`src/rtl/demux_1x2_stream_ctrl.sv`:
```
// Packet-aware 1x2 stream demux: routes valid/ready beats to one of two registered
// output buffers, locking each packet to a single port and counting completed packets.
module demux_1x2_stream_ctrl #(
  parameter int unsigned DATA_W = 8,
  parameter int unsigned CNT_W  = 8
) (
  input  logic              clk,
  input  logic              rst_n,
  input  logic              mode,
  input  logic [DATA_W-1:0] in_data,
  input  logic              in_dest,
  input  logic              in_last,
  input  logic              in_valid,
  output logic              in_ready,
  output logic [DATA_W-1:0] out0_data,
  output logic              out0_last,
  output logic              out0_valid,
  input  logic              out0_ready,
  output logic [DATA_W-1:0] out1_data,
  output logic              out1_last,
  output logic              out1_valid,
  input  logic              out1_ready,
  output logic [CNT_W-1:0]  pkt_cnt0,
  output logic [CNT_W-1:0]  pkt_cnt1,
  output logic              busy
);

  typedef enum logic [1:0] {IDLE, LOCK0, LOCK1} state_t;

  state_t state, state_nxt;
  logic   rr_ptr, rr_nxt;
  logic   d;
  logic   acc;

  always_comb begin
    d         = mode ? rr_ptr : in_dest;
    state_nxt = state;
    rr_nxt    = rr_ptr;
    case (state)
      LOCK0:   d = 1'b0;
      LOCK1:   d = 1'b1;
      default: ;
    endcase
    // Ready depends only on the selected buffer, so no valid-to-ready loop exists.
    in_ready = d ? (!out1_valid || out1_ready) : (!out0_valid || out0_ready);
    acc      = in_valid && in_ready;
    if (acc) begin
      if (in_last) begin
        state_nxt = IDLE;
        rr_nxt    = ~d;
      end else begin
        state_nxt = d ? LOCK1 : LOCK0;
      end
    end
  end

  always_ff @(posedge clk or negedge rst_n) begin
    if (!rst_n) begin
      state  <= IDLE;
      rr_ptr <= 1'b0;
    end else begin
      state  <= state_nxt;
      rr_ptr <= rr_nxt;
    end
  end

  always_ff @(posedge clk or negedge rst_n) begin
    if (!rst_n) begin
      out0_data  <= '0;
      out0_last  <= 1'b0;
      out0_valid <= 1'b0;
      pkt_cnt0   <= '0;
    end else begin
      if (out0_valid && out0_ready && out0_last)
        pkt_cnt0 <= pkt_cnt0 + CNT_W'(1);
      if (acc && !d) begin
        out0_data  <= in_data;
        out0_last  <= in_last;
        out0_valid <= 1'b1;
      end else if (out0_valid && out0_ready) begin
        out0_valid <= 1'b0;
      end
    end
  end

  always_ff @(posedge clk or negedge rst_n) begin
    if (!rst_n) begin
      out1_data  <= '0;
      out1_last  <= 1'b0;
      out1_valid <= 1'b0;
      pkt_cnt1   <= '0;
    end else begin
      if (out1_valid && out1_ready && out1_last)
        pkt_cnt1 <= pkt_cnt1 + CNT_W'(1);
      if (acc && d) begin
        out1_data  <= in_data;
        out1_last  <= in_last;
        out1_valid <= 1'b1;
      end else if (out1_valid && out1_ready) begin
        out1_valid <= 1'b0;
      end
    end
  end

  assign busy = (state != IDLE) || out0_valid || out1_valid;

endmodule
```
`config.mk`:
```
export PLATFORM = sky130hd
export DESIGN_NAME = demux_1x2_stream_ctrl
export DESIGN_NICKNAME = d
export VERILOG_FILES = /design/src/rtl/demux_1x2_stream_ctrl.sv
export SDC_FILE = /design/constraint.sdc
export NUM_CORES = 1
export LEC_CHECK = 0
export ABC_CLOCK_PERIOD_IN_PS = 4900
export BUFFER_PORTS_ARGS = -buffer_cell sky130_fd_sc_hd__buf_2
export CAP_MARGIN = 20
export CORE_MARGIN = 5
export CORE_UTILIZATION = 54
export CTS_CLUSTER_DIAMETER = 30
export DETAILED_ROUTE_END_ITERATION = 6
export GPL_TIMING_DRIVEN = 0
export PLACE_DENSITY = 0.84
export SYNTH_ARGS = -nofsm -noshare
export SYNTH_HDL_FRONTEND = slang
export SYNTH_SLANG_ARGS = --single-unit
```
`constraint.sdc`:
```
create_clock -name clk -period 4.9 [get_ports clk]
set_input_delay 0.245 -clock clk [delete_from_list [all_inputs] [get_ports clk]]
set_output_delay 0.245 -clock clk [all_outputs]
set_load 0.05 [all_outputs]
```
==> flow_metrics.env, run 1 <==
export IMPL_die_width_um=66.1
export IMPL_coreArea_um2=3030
export IMPL_place_port_buffers=53
export IMPL_num_rows=20
export IMPL_drive_gt1_share_pct=47.6
export IMPL_via_count=1142
export IMPL_worst_path_stages=6
export IMPL_max_stage_delay_ps=360
export IMPL_numCtsBuffers=5
export IMPL_drt_pass1_iter_count=4
export IMPL_hold_violations=0
export IMPL_root_buffer="clkbuf_4"
export IMPL_worstPathCellList="inv_1, ha_1, nand2b_1, o21a_4, mux2_2, buf_2"
export IMPL_clock_path_buffers=2
export IMPL_layout_nets=204
export IMPL_grt_max_degree=40
export IMPL_wirelength_um=3240
export IMPL_h_tree_depth=2
export IMPL_grt_pass1_wl_um=5490
export IMPL_initial_core_util_pct=56.1
export IMPL_boundaryPins=54
export IMPL_worstReg2RegStart="state[1]$_DFFE_PN0N_"
export IMPL_grt_usage_pct=16.9
export IMPL_path_buf_inv=2
export IMPL_ctsResizeCount=0
export IMPL_dpl_cell_area_um2=2020
export IMPL_syn_nets=143
export IMPL_drtIter0Drc=54
export IMPL_worstSetupPathType="reg -> out"
export IMPL_crit_family="flip-flops"
export IMPL_synth_top_area_share_pct=57.5
export IMPL_grt_overflow_total=0
export IMPL_drc=0
export IMPL_setup_viol=0
export IMPL_cts_setup_buffers=0
export IMPL_place_congestion=0.793
export IMPL_synth_area_um2=1700
export IMPL_critPathArrivalTime_ps=1980
export IMPL_timing_hold_ws_ps=134
export IMPL_max_cap_violations=0
export IMPL_area_growth_pct=24.2
export IMPL_grt_pass1_vias=1219
export IMPL_antenna_found_initial=0
export IMPL_avgRoutedWirePerCell_um=14.1
export IMPL_synth_area_top_cells="dfrtp_1 (57%), mux2_2 (8.6%), mux2_4 (8.0%)"
export IMPL_cp_start_kind="flop"
export IMPL_ys_ff_latch=39
export IMPL_syn_inst=123
export IMPL_dieArea_um2=4370
export IMPL_yosysWarnings=0
export IMPL_rsz0062_at_grt="false"
export IMPL_avgSynthCellArea_um2=13.8
export IMPL_worstPathMaxFanout=5
export IMPL_slew_viol_final=0
export IMPL_min_path_type="in -> reg"
export IMPL_viasPerCell=4.99
export IMPL_num_antenna_cells=0
export IMPL_cp_end_kind="output pin"
export IMPL_fillers=236
export IMPL_worstPathRequired_ps=4660
export IMPL_post_dp_hpwl_um=2460
export IMPL_cts_hold_buf=1
export IMPL_reg2reg_depth=7
export IMPL_cts_tree="built"
export IMPL_maxSlewHeadroom_pct=45.1
export IMPL_clkLatencyLatePin_ps=350
export IMPL_status="complete, no violations"
export IMPL_multi_input_area_um2=679
export IMPL_regArea_um2=976
export IMPL_fp_dieH_um=66.1
export IMPL_yosysUniqueCellTypes=26
export IMPL_ant_nets=0
export IMPL_clock_fmax_mhz=450
export IMPL_rr_endpoint="out0_data[3]$_DFFE_PN0P_"
export IMPL_hold_path_depth=2
export IMPL_hold_start="in_data[1]"
export IMPL_setup_tns_ps=0
export IMPL_min_period_ps=2220
export IMPL_cp_slowest_cell="dfrtp_1"
export IMPL_worst_slew_pin_slew_ps=824
export IMPL_min_to="out0_data[1]$_DFFE_PN0P_"
export IMPL_finalClockSkew_ps=8.79
export IMPL_yosys_area_top_type="dfrtp_1"
export IMPL_r2r_setup_slack_ps=3140
export IMPL_post_route_cell_area_um2=2110
export IMPL_cts_clk_slew_worst_paths_ps=120
export IMPL_yosysSeqAreaShare_pct=57.5
export IMPL_post_route_period_util_pct=45.4
export IMPL_cts_sinks=39
[cells in the mapped netlist]
cell type  count
a21oi_1        1
a31oi_1        1
and3_1         2
and4_1         1
buf_12         1
buf_4          1
clkbuf_1       1
dfrtp_1       39
ha_1           4
inv_1          3
mux2_2        13
mux2_4         9
mux2i_1        1
nand2_1        8
nand2b_1       3
nand3_1        8
nand4_1        4
nor2_1         3
nor2_4         1
nor3_1         1
o2111ai_2      1
o21a_4         1
o21ai_0        1
o22ai_1        1
xnor2_1        9
xor2_1         5
[metrics by stage]
stage	worst slack [ps]	utilization, %	std cells
3_5_place_dp	3060	66.7	220
6_report	2680	69.7	229
3_3_place_gp	3090	66.7	220
2_1_floorplan	3200	-	123
5_1_grt	2550	69.7	229
4_1_cts	2650	69.7	229
[logic make-up (layout without fill, tap and decap cells)]
logic type | Yosys count | count (layout) | synth area share (%)
flops | 39 | 39 | 57.5
compound gates | 6 | 6 | 3.09
fa+ha+maj | 4 | 4 | 2.95
buf+inv | 6 | 68 | 2.51
simple gates | 31 | 31 | 9.58
xor+xnor | 14 | 14 | 7.22
mux | 23 | 23 | 17.2
[cell usage in the layout (no fill, tap or decap)]
| master | count |
|---|---|
| o21a_4 | 1 |
| xor2_1 | 5 |
| nand4_1 | 4 |
| nor3_1 | 1 |
| clkinv_4 | 1 |
| mux2_2 | 13 |
| nand3_1 | 8 |
| a21oi_1 | 1 |
| clkbuf_1 | 1 |
| mux2i_1 | 1 |
| dlygate4sd3_1 | 1 |
| mux2_4 | 9 |
| dfrtp_1 | 39 |
| ha_1 | 4 |
| a31oi_1 | 1 |
| and3_1 | 2 |
| buf_4 | 1 |
| o21ai_0 | 1 |
| clkbuf_4 | 5 |
| buf_12 | 1 |
| buf_2 | 53 |
| bufinv_16 | 1 |
| clkinv_2 | 1 |
| and4_1 | 1 |
| o22ai_1 | 1 |
| nor2_1 | 3 |
| xnor2_1 | 9 |
| nor2_4 | 1 |
| o2111ai_2 | 1 |
| nand2_1 | 8 |
| inv_1 | 3 |
| nand2b_1 | 3 |
[metal layers]
metal	up-vias	part of all wire (%)	global-route usage (%)	routed length, um
met5	-	0	0	0
met4	0	0.90	3.81	29
met3	3	9.7	7.48	314
met2	45	49	29.8	1600
met1	549	40	18.6	1300
li1	545	-	-	-
[worst max-delay path by stage]
stage                           startpoint                      end  slack, ps
finish                state[0]$_DFFE_PN0N_                 in_ready       2680
global route          state[0]$_DFFE_PN0N_                 in_ready       2550
CTS                   state[0]$_DFFE_PN0N_                 in_ready       2650
detailed placement    state[0]$_DFFE_PN0N_                 in_ready       3060
global placement      state[0]$_DFFE_PN0N_                 in_ready       3090
floorplan           out0_valid$_DFFE_PN0P_  pkt_cnt0[5]$_DFFE_PN0P_       3200
[state kept, by name, indices dropped and copies added (netlist names)]
signal      cells
out0_last       1
out0_valid      1
rr_ptr          1
state           2
pkt_cnt1        8
pkt_cnt0        8
out0_data       8
out1_data       8
out1_last       1
out1_valid      1
[area by class of cell]
type                       instances  area share, %
clock buffer                       5           1.78
tap                               44           2.61
timing repair buffer              54           13.0
sequential                        39           46.3
clock inverter                     3           2.08
inverter                           3          0.534
multi-input combinational         78           32.2
buffer                             3           1.48
Power of run 1 is left out: the tool's default activity adds up to more than one toggle a clock period on the data nets, which glitch-free logic cannot reach.
==> run 2: changes to the inputs <==
Settings changed: ABC_CLOCK_PERIOD_IN_PS 4900 to 2100, CORE_UTILIZATION 54 to 50, PLACE_DENSITY 0.84 to 0.79.
Clock period 4.9 ns to 2.1 ns, I/O delays scaled along.
==> flow_metrics.env, run 2 (synthesis results as in run 1) <==
export IMPL_antenna_found_initial=0
export IMPL_critPathArrivalTime_ps=1880
export IMPL_reg2reg_depth=8
export IMPL_grt_pass1_vias=1255
export IMPL_die_width_um=68.3
export IMPL_dieArea_um2=4660
export IMPL_max_stage_delay_ps=420
export IMPL_rsz0062_at_grt="false"
export IMPL_status="complete, no violations"
export IMPL_ant_nets=0
export IMPL_max_cap_violations=0
export IMPL_layout_nets=215
export IMPL_crit_family="flip-flops"
export IMPL_cp_end_kind="output pin"
export IMPL_worstPathCellList="inv_1, ha_4, nand2b_1, o21a_4, mux2_2, buf_4"
export IMPL_post_route_cell_area_um2=2250
export IMPL_num_rows=21
export IMPL_drtIter0Drc=37
export IMPL_grt_usage_pct=15.8
export IMPL_drive_gt1_share_pct=45.9
export IMPL_worstPathRequired_ps=2000
export IMPL_drc=0
export IMPL_setup_tns_ps=0
export IMPL_cp_slowest_cell="dfrtp_1"
export IMPL_h_tree_depth=2
export IMPL_num_antenna_cells=0
export IMPL_instances_no_fill=242
export IMPL_rr_endpoint="out0_data[2]$_DFFE_PN0P_"
export IMPL_via_count=1192
export IMPL_numCtsBuffers=5
export IMPL_grt_pass1_wl_um=5410
export IMPL_viasPerCell=4.93
export IMPL_maxSlewHeadroom_pct=44.7
export IMPL_worstPathMaxFanout=4
export IMPL_setup_viol=0
export IMPL_final_util_pct=68.0
export IMPL_fillers=255
export IMPL_clkLatencyLatePin_ps=340
export IMPL_avgRoutedWirePerCell_um=13.5
export IMPL_min_to="out1_valid$_DFFE_PN0P_"
export IMPL_drt_pass1_iter_count=4
export IMPL_area_growth_pct=32.6
export IMPL_final_cell_mix="buf_2 (52), dfrtp_1 (39), mux2_2 (13)"
export IMPL_place_congestion=0.781
export IMPL_fp_dieH_um=68.3
export IMPL_initial_core_util_pct=51.3
export IMPL_min_period_ps=1980
export IMPL_worst_slew_pin_slew_ps=829
export IMPL_cts_tree="built"
export IMPL_finalClockSkew_ps=5.70
export IMPL_hold_start="in_valid"
export IMPL_place_port_buffers=53
export IMPL_worstSetupPathType="reg -> out"
export IMPL_cts_clk_slew_worst_paths_ps=110
export IMPL_dpl_cell_area_um2=2020
export IMPL_clock_fmax_mhz=504
export IMPL_min_path_type="in -> reg"
export IMPL_post_route_period_util_pct=94.5
export IMPL_cts_sinks=39
export IMPL_post_dp_hpwl_um=2350
export IMPL_r2r_setup_slack_ps=250
export IMPL_hold_violations=0
export IMPL_worstReg2RegStart="state[1]$_DFFE_PN0N_"
export IMPL_boundaryPins=54
export IMPL_grt_overflow_total=0
export IMPL_coreArea_um2=3310
export IMPL_cp_start_kind="flop"
export IMPL_slew_viol_final=0
export IMPL_root_buffer="clkbuf_4"
export IMPL_wirelength_um=3270
export IMPL_grt_max_degree=40
export IMPL_place_inst=222
export IMPL_clock_path_buffers=2
export IMPL_hold_path_depth=3
export IMPL_path_buf_inv=2
export IMPL_final_common_cell="buf_2"
==> run 2: cell types whose count changed in the layout (fill, tap and decap cells not counted) <==
cell / change
clkinv_4: -1
clkinv_2: -1
ha_4: +1
buf_2: -1
buf_4: +3
clkbuf_1: +1
bufinv_16: +1
ha_1: -1
dlygate4sd3_1: +9
==> run 2: cell type report <==
class	count	area (um2)	area share, %
repair buffers	65	383	17.0
flip-flops and latches	39	976	43.3
multi-input cells	78	692	30.7
clock inverters	2	60.1	2.67
clock buffers	6	41.3	1.83
plain buffers	3	31.3	1.39
inverters	3	11.3	0.500
well taps	46	57.6	2.56
==> run 2: worst max path at each step <==
stage | startpoint | to | slack (ps) | cells after the start
after floorplan | out0_valid$_DFFE_PN0P_ | pkt_cnt0[5]$_DFFE_PN0P_ | 400 | 5
after global placement | state[1]$_DFFE_PN0N_ | out0_data[7]$_DFFE_PN0P_ | 390 | 7
after detailed placement | state[1]$_DFFE_PN0N_ | out0_data[6]$_DFFE_PN0P_ | 340 | 7
after CTS | state[1]$_DFFE_PN0N_ | in_ready | 0.6 | 6
after global routing | state[1]$_DFFE_PN0N_ | in_ready | 30 | 6
final | state[1]$_DFFE_PN0N_ | in_ready | 120 | 6
==> run 2: worst reg2reg max path: stages, from the launching register on <==
cell	delay, ps
dfrtp_1	400
inv_1	80
ha_4	280
nand2b_1	100
o21a_4	150
buf_4	140
nor2_4	140
buf_12	160
mux2_4	300
==> run 2: per-layer routing <==
| metal | vias to the layer above | wire [um] | part of all wire (%) | GRT usage, % |
|---|---|---|---|---|
| met1 | 569 | 1380 | 42 | 18.5 |
| met4 | 0 | 74 | 2.3 | 7.44 |
| met2 | 43 | 1580 | 48 | 26.7 |
| li1 | 573 | - | - | - |
| met3 | 7 | 229 | 7.0 | 4.27 |
| met5 | - | 0 | 0 | 0 |
==> run 2: what timing repair did <==
| action | in CTS | in global routing |
|---|---|---|
| setup buffers | 0 | 2 |
| gates resized for setup | 1 | 1 |
| hold buffers | 10 | 0 |
| endpoints found under the hold margin | 56 | 0 |
| endpoints found under the setup margin | 1 | 1 |
==> run 2: per-stage QoR <==
stage | hold slack (ps) | worst slack, ps
6_report | 37.2 | 115
5_1_grt | 45.9 | 30.8
4_1_cts | 7.61 | 0.557
3_5_place_dp | 260 | 342
3_3_place_gp | 239 | 391
2_1_floorplan | -191 | 397
Power of run 2 is left out for the same reason.
==> run 3: changes to the inputs <==
Settings changed: GPL_TIMING_DRIVEN 0 to not set.
==> flow_metrics.env, run 3 (synthesis results as in run 1) <==
export IMPL_status="complete, no violations"
export IMPL_post_dp_hpwl_um=2450
export IMPL_final_common_cell="buf_2"
export IMPL_antenna_found_initial=0
export IMPL_min_period_ps=2010
export IMPL_drive_gt1_share_pct=46.4
export IMPL_setup_viol=0
export IMPL_cp_start_kind="flop"
export IMPL_worstSetupPathType="reg -> out"
export IMPL_clock_path_buffers=2
export IMPL_grt_overflow_total=0
export IMPL_max_cap_violations=0
export IMPL_area_growth_pct=28.9
export IMPL_setup_tns_ps=0
export IMPL_cts_clk_slew_worst_paths_ps=110
export IMPL_worstPathRequired_ps=2000
export IMPL_wirelength_um=3400
export IMPL_ant_nets=0
export IMPL_rsz0062_at_grt="false"
export IMPL_initial_core_util_pct=51.3
export IMPL_final_cell_mix="buf_2 (52), dfrtp_1 (39), mux2_2 (13)"
export IMPL_grt_pass1_vias=1194
export IMPL_worst_slew_pin_slew_ps=836
export IMPL_layout_nets=211
export IMPL_crit_start="state[0]$_DFFE_PN0N_"
export IMPL_hold_start="in_last"
export IMPL_drt_pass1_iter_count=5
export IMPL_cts_sinks=39
export IMPL_place_port_buffers=53
export IMPL_worstPathMaxFanout=5
export IMPL_hold_violations=0
export IMPL_max_stage_delay_ps=400
export IMPL_fp_dieH_um=68.3
export IMPL_dieArea_um2=4660
export IMPL_die_width_um=68.3
export IMPL_min_path_type="in -> reg"
export IMPL_place_congestion=0.847
export IMPL_finalClockSkew_ps=5.12
export IMPL_grt_usage_pct=16.6
export IMPL_drc=0
export IMPL_clkLatencyLatePin_ps=340
export IMPL_grt_max_degree=40
export IMPL_cp_end_kind="output pin"
export IMPL_root_buffer="clkbuf_4"
export IMPL_numCtsBuffers=5
export IMPL_slew_viol_final=0
export IMPL_drtIter0Drc=24
export IMPL_cts_tree="built"
export IMPL_cp_slowest_cell="dfrtp_1"
export IMPL_boundaryPins=54
export IMPL_worstReg2RegStart="state[0]$_DFFE_PN0N_"
export IMPL_worstPathCellList="inv_1, ha_4, nand2b_1, o21a_4, mux2_2, buf_4"
export IMPL_num_antenna_cells=0
export IMPL_post_route_period_util_pct=95.9
export IMPL_via_count=1185
export IMPL_coreArea_um2=3310
export IMPL_maxSlewHeadroom_pct=44.3
export IMPL_avgRoutedWirePerCell_um=14.3
export IMPL_clock_fmax_mhz=497
export IMPL_viasPerCell=4.98
export IMPL_num_rows=21
export IMPL_critPathArrivalTime_ps=1910
export IMPL_h_tree_depth=2
export IMPL_fillers=265
export IMPL_grt_pass1_wl_um=5600
==> run 3: changes by cell type in the layout (fill, tap and decap cells not counted) <==
cell / change
bufinv_16: -2
clkbuf_8: +2
dlygate4sd3_1: -2
buf_4: -1
clkbuf_1: -1
==> run 3: path summary, 6_finish.rpt <==
path                                             to  slack, ps  cells after the start
max                                        in_ready         90                      6
min                            state[0]$_DFFE_PN0N_         10                      2
max reg2reg                out1_data[2]$_DFFE_PN0P_        240                      6
min reg2reg                 pkt_cnt0[7]$_DFFE_PN0P_        470                      1
max in group asynchronous   pkt_cnt0[5]$_DFFE_PN0P_       1190                      2
min in group asynchronous   pkt_cnt1[5]$_DFFE_PN0P_        380                      2
==> run 3: metal layers <==
layer / vias up / track usage (%) / wire, um
met1: 577 / 19.0 / 1380
met5: - / 0 / 0
met3: 6 / 5.25 / 246
met4: 0 / 5.96 / 49
met2: 41 / 28.8 / 1720
li1: 561 / - / -
==> run 3: layout make-up <==
| type | instances | area [um2] | area share (%) |
|---|---|---|---|
| clock buffer | 8 | 68.8 | 3.14 |
| inverter | 3 | 11.3 | 0.515 |
| tap | 46 | 57.6 | 2.63 |
| multi-input combinational | 78 | 692 | 31.6 |
| timing repair buffer | 64 | 383 | 17.5 |
| sequential | 39 | 976 | 44.6 |
==> run 3: what timing repair did <==
item / 4_1_cts / 5_1_grt
hold buffers: 8 / 0
hold endpoints to repair: 53 / 0
setup endpoints to repair: 1 / 1
buffers inserted: 0 / 2
resized for setup: 1 / 1
==> run 3: stage by stage <==
stage	instances	area [um2]	utilization, %	hold WS (ps)	setup slack [ps]
after floorplan	123	1700	-	-191	397
after detailed placement	220	2010	60.7	259	217
after global routing	238	2190	66.1	4.25	20.5
after global placement	220	2010	60.7	241	272
after CTS	236	2160	65.3	3.43	10.3
final	238	2190	66.1	12.5	86.5
==> run 3: worst max-delay path, delay by kind of cell, from the launching register on <==
family	cells	cell delay, ps
AOI/OAI and AO/OA	1	170
and+or+nand+nor	1	110
DFF	1	400
adders and majority gates	1	230
muxes	1	340
buffers and inverters	2	310
Power of run 3 is left out for the same reason.
